--- config.mk ---
export PLATFORM = sky130hd
export DESIGN_NAME = ps2_bram_arbiter
export DESIGN_NICKNAME = d
export VERILOG_FILES = /design/src/rtl/ps2_bram_arbiter.sv
export SDC_FILE = /design/constraint.sdc
export NUM_CORES = 1
export LEC_CHECK = 0
export CORE_MARGIN = 2
export CORE_UTILIZATION = 44
export DETAILED_ROUTE_END_ITERATION = 7
export PLACE_DENSITY = 0.9
export SLEW_MARGIN = 30
export SYNTH_ARGS = -nofsm -noshare
export SYNTH_HDL_FRONTEND = slang
export SYNTH_SLANG_ARGS = --single-unit
--- constraint.sdc ---
create_clock -name i_clk -period 2.61 [get_ports i_clk]
set_clock_uncertainty 0.2 [all_clocks]
set_input_delay 0.261 -clock i_clk [delete_from_list [all_inputs] [get_ports i_clk]]
set_output_delay 0.261 -clock i_clk [all_outputs]
set_load 0.01 [all_outputs]
--- src/rtl/ps2_bram_arbiter.sv ---
// ps2_bram_arbiter
// Shares one single-port BRAM between CPU bus strobes and a PS2 scan-code
// ring buffer. Fixed priority: CPU write > CPU read > pending device write.
// Ports:
//   i_clk, i_reset        clock, synchronous active-high reset
//   i_cpu_we/re/addr/wdata CPU single-cycle access strobes
//   o_cpu_rdata/rvalid    CPU read data, valid 2 cycles after i_cpu_re
//   i_cpu_pop, i_cpu_clr_ovf  ring consume / overflow clear strobes
//   i_dev_valid/data      PS2 scan-code strobe and data
//   o_bram_*, i_bram_dout BRAM port (1-cycle synchronous read)
//   o_ring_count/wr_ptr   ring occupancy and next write slot
//   o_overflow, o_dev_irq sticky drop flag, ring-not-empty interrupt
module ps2_bram_arbiter #(
   parameter int unsigned AW        = 9,
   parameter int unsigned DW        = 8,
   parameter int unsigned RING_BASE = 0,
   parameter int unsigned RING_LOG2 = 4
) (
   input  logic                 i_clk,
   input  logic                 i_reset,
   input  logic                 i_cpu_we,
   input  logic                 i_cpu_re,
   input  logic [AW-1:0]        i_cpu_addr,
   input  logic [DW-1:0]        i_cpu_wdata,
   output logic [DW-1:0]        o_cpu_rdata,
   output logic                 o_cpu_rvalid,
   input  logic                 i_cpu_pop,
   input  logic                 i_cpu_clr_ovf,
   input  logic                 i_dev_valid,
   input  logic [DW-1:0]        i_dev_data,
   output logic                 o_bram_en,
   output logic                 o_bram_we,
   output logic [AW-1:0]        o_bram_addr,
   output logic [DW-1:0]        o_bram_din,
   input  logic [DW-1:0]        i_bram_dout,
   output logic [RING_LOG2:0]   o_ring_count,
   output logic [RING_LOG2-1:0] o_ring_wr_ptr,
   output logic                 o_overflow,
   output logic                 o_dev_irq
);

   localparam int unsigned DEPTH = 2 ** RING_LOG2;
   localparam int unsigned CW    = RING_LOG2 + 1;

   logic          r_dev_pend;
   logic [DW-1:0] r_dev_data;
   logic          r_rd_s1;
   logic          r_rd_s2;

   logic          w_cpu_strobe;
   logic          w_dev_grant;
   logic          w_ring_full;
   logic          w_dev_accept;
   logic          w_dev_drop;
   logic          w_pop;
   logic [CW-1:0] w_count_next;
   logic [AW-1:0] w_ring_addr;

   // Any CPU strobe owns the port this edge; the device only gets idle edges.
   assign w_cpu_strobe = i_cpu_we | i_cpu_re;
   assign w_dev_grant  = r_dev_pend & ~w_cpu_strobe;
   assign w_ring_full  = (o_ring_count == CW'(DEPTH));
   // Acceptance looks at the pre-edge pending bit, so a code arriving on
   // the grant edge is dropped.
   assign w_dev_accept = i_dev_valid & ~r_dev_pend & ~w_ring_full;
   assign w_dev_drop   = i_dev_valid & ~w_dev_accept;
   assign w_pop        = i_cpu_pop & (o_ring_count != '0);
   assign w_ring_addr  = AW'(RING_BASE) + AW'(o_ring_wr_ptr);

   // Occupancy: a grant and a pop on the same edge cancel.
   always_comb begin
      w_count_next = o_ring_count;
      if (w_dev_grant && !w_pop)
         w_count_next = o_ring_count + 1'b1;
      else if (!w_dev_grant && w_pop)
         w_count_next = o_ring_count - 1'b1;
   end

   always_ff @(posedge i_clk) begin
      if (i_reset) begin
         o_cpu_rdata   <= '0;
         o_cpu_rvalid  <= 1'b0;
         o_bram_en     <= 1'b0;
         o_bram_we     <= 1'b0;
         o_bram_addr   <= '0;
         o_bram_din    <= '0;
         o_ring_count  <= '0;
         o_ring_wr_ptr <= '0;
         o_overflow    <= 1'b0;
         o_dev_irq     <= 1'b0;
         r_dev_pend    <= 1'b0;
         r_dev_data    <= '0;
         r_rd_s1       <= 1'b0;
         r_rd_s2       <= 1'b0;
      end else begin
         o_bram_en <= 1'b0;
         o_bram_we <= 1'b0;
         r_rd_s1   <= 1'b0;

         // Port grant, fixed priority.
         if (i_cpu_we) begin
            o_bram_en   <= 1'b1;
            o_bram_we   <= 1'b1;
            o_bram_addr <= i_cpu_addr;
            o_bram_din  <= i_cpu_wdata;
         end else if (i_cpu_re) begin
            o_bram_en   <= 1'b1;
            o_bram_addr <= i_cpu_addr;
            r_rd_s1     <= 1'b1;
         end else if (r_dev_pend) begin
            o_bram_en   <= 1'b1;
            o_bram_we   <= 1'b1;
            o_bram_addr <= w_ring_addr;
            o_bram_din  <= r_dev_data;
         end

         // Read pipeline: address cycle, BRAM latency, capture.
         r_rd_s2      <= r_rd_s1;
         o_cpu_rvalid <= r_rd_s2;
         if (r_rd_s2)
            o_cpu_rdata <= i_bram_dout;

         // Pending scan-code register; accept and grant are exclusive.
         if (w_dev_grant) begin
            r_dev_pend    <= 1'b0;
            o_ring_wr_ptr <= o_ring_wr_ptr + 1'b1;
         end else if (w_dev_accept) begin
            r_dev_pend <= 1'b1;
            r_dev_data <= i_dev_data;
         end

         o_ring_count <= w_count_next;
         o_dev_irq    <= (w_count_next != '0);

         // Set beats clear.
         if (w_dev_drop)
            o_overflow <= 1'b1;
         else if (i_cpu_clr_ovf)
            o_overflow <= 1'b0;
      end
   end

endmodule

==> results_dict.tcl <==
set metrics [dict create \
    status "finished, final reports clean" \
    synth_edf_count 0 \
    areaGrowthSynthToFinish_pct 42.7 \
    ff2ff_path_depth 7 \
    hold_start "r_rd_s1" \
    synth_area_per_cell_um2 9.35 \
    core_area_um2 4660 \
    postCtsHoldBufs 0 \
    max_stage_delay_ns 0.50 \
    cp_slowest_cell "or3_1" \
    critPathLaunchType "flip-flop" \
    cts-root-buf "clkbuf_8" \
    clk_latency_ns 0.30 \
    clk_path_buf_depth 2 \
    cp_data_required_time_ns 2.55 \
    grt_pass1_vias 1889 \
    syn-num-nets 268 \
    gr-usage-all-layers_pct 19.7 \
    placed_cells 349 \
    nets 345 \
    yosys-top-cells-count "dfxtp_1, nor2_1, mux2i_1, a21oi_1, nand2_1" \
    yosysMostFrequentCell "dfxtp_1" \
    power_density_nw_per_um2 653 \
    synth_seq_cells 50 \
    critPathKind "reg2reg" \
    relSlewSlack_pct 41.2 \
    fp.dieW_um 73.2 \
    rsz0062_at_grt "false" \
    die_h_um 73.2 \
    seq_area_frac_synth_pct 47.6 \
    fin_area_um2 3000 \
    gp_congestion 0.801 \
    cts_made_buffers 5 \
    drt_iter0_drc 101 \
    drive_gt1_share_pct 7.26 \
    setup_viol 0 \
    pin_count 79 \
    numPortBuffers 78 \
    cts_setup_buffers 0 \
    path_clk_slew_ns 0.08 \
    cp_max_fo 7 \
    ys_warn_count 0 \
    diodes 0 \
    overflow 0 \
    critical-path-top-delay-family "simple AND/OR/NAND/NOR gates" \
    synth-main-ff-cell "dfxtp_1" \
    die-area_um2 5350 \
    slew_violations 0 \
    r2r-start "o_ring_count[0]" \
    final_cells 357 \
    setup_ws_ns 0.334 \
    worstHoldPathCells 1 \
    min_to "r_rd_s2" \
    postSynth.asyncResetShare_pct 0 \
    grt_first_pass_wirelength_um 8220 \
    vias 1831 \
    power_leakage_nw 1.14 \
    fmax_mhz 439 \
    syn_inst 225 \
    r2r-end "o_dev_irq" \
    antenna_left 0 \
    cp-end-kind "flip-flop" \
    arrival_ns 2.22 \
    path_cells "inv_1 -> ha_1 -> nor4b_2 -> or3_1 -> o22ai_2 -> xnor2_1 -> a31oi_1" \
    initial_core_util_pct 45.2 \
    drt_pass1_iterations 4 \
    antenna_found_initial 0 \
    syn-cell-area_um2 2100 \
    place_area_um2 2900 \
    routed_wl_um 4900 \
    reg2reg_slack_ns 0.33 \
    tritoncts "done" \
    yosysUniqueCellTypes 37 \
    grt_max_degree 51 \
    post_cts_resized 0 \
    ir_worst_vdd_uv 418 \
    finalCriticalPeriod_ns 2.28 \
    fin_crit_sh_pct 87.2 \
    synth_top_area_cell "dfxtp_1" \
    hp-class "reg2reg" \
    dpl.hpwl_um 3550 \
    rows 25 \
    worst_pin_slew_ns 0.882 \
    synth_top_area_share_pct 47.6 \
    maxCapViolCount 0 \
    hold_viol_final 0 \
    drc_errors 0 \
    routedWlPerCell_um 13.7 \
    place_ws_ns 0.331 \
    path_buf_inv 1 \
    fill_cells 424 \
    viasPerCell 5.13 \
    htreeDepth 2 \
    yosys-top-cells-area "dfxtp_1, mux2i_1, nor2_1" \
    cts_sinks 50 \
    tns_ns 0 \
]
[layout make-up]
type / instances / area (µm²) / share of cell area [%]
repair buffers: 84 / 821 / 27.3
clock buffers: 7 / 96.3 / 3.21
inverters: 8 / 30.0 / 1.00
multi-input cells: 153 / 980 / 32.6
flip-flops and latches: 50 / 1000 / 33.3
well taps: 54 / 67.6 / 2.25
clock inverters: 1 / 8.76 / 0.292
[report_power, final]
group	total (mW)	internal (mW)	switching, mW	leakage, nW
clock network	0.490	0.243	0.247	0.0544
logic	0.558	0.302	0.256	0.673
registers	0.913	0.832	0.0815	0.411
[state kept, by name (all words and copies together), names as in the netlist]
| register | count |
|---|---|
| o_bram_addr | 9 |
| r_rd_s2 | 1 |
| o_bram_din | 8 |
| o_ring_count | 5 |
| o_cpu_rdata | 8 |
| o_bram_en | 1 |
| o_overflow | 1 |
| o_dev_irq | 1 |
| r_dev_pend | 1 |
| o_cpu_rvalid | 1 |
| o_ring_wr_ptr | 4 |
| r_dev_data | 8 |
| o_bram_we | 1 |
| r_rd_s1 | 1 |
[kinds of logic after synthesis]
group / count (synthesis) / synth area share [%]
AND/OR/NAND/NOR: 84 / 19.3
adder cells (fa/ha/maj): 3 / 1.78
AO/OA/AOI/OAI: 33 / 10.0
buffers and inverters: 22 / 5.89
multiplexers: 28 / 13.3
XOR/XNOR: 5 / 2.08
flip-flops: 50 / 47.6
[metrics by stage]
stage	total power [mW]	util, %	hold slack, ns
after floorplan	1.28	-	0.194
after global placement	1.47	62.2	0.243
after detailed placement	1.49	62.2	0.232
after CTS	1.99	64.5	0.260
after global routing	2.07	64.5	0.271
final	1.96	64.5	0.256
[placed cells by master, fill, tap and decap left out, types with 6 or more instances in the layout]
cell             count
nor2_1              45
dfxtp_1             50
inv_1                8
a21oi_1             17
mux2i_1             28
buf_4                6
clkbuf_8             7
clkdlybuf4s50_1     77
a211oi_1             7
nand3_1              7
nand2_1             12
[per-layer routing]
| metal | vias up | global-route usage [%] | share of wire, % |
|---|---|---|---|
| li1 | 927 | - | - |
| met1 | 825 | 23.7 | 44 |
| met2 | 68 | 32.7 | 47 |
| met3 | 11 | 6.91 | 7.6 |
| met4 | 0 | 6.38 | 1.6 |
| met5 | - | 0 | 0 |
[how the worst max path moves through the flow]
stage | endpoint | from | slack [ns] | cells past startpoint
after CTS | o_dev_irq | o_ring_count[0] | 0.33 | 7
final | o_dev_irq | o_ring_count[0] | 0.33 | 7
after global routing | o_dev_irq | o_ring_count[0] | 0.19 | 7
after global placement | o_dev_irq | i_cpu_re | 0.41 | 6
after detailed placement | o_dev_irq | o_ring_count[0] | 0.33 | 7
after floorplan | o_dev_irq | o_ring_count[0] | 0.50 | 8
Note: power is estimated with default switching activity, not from simulation.
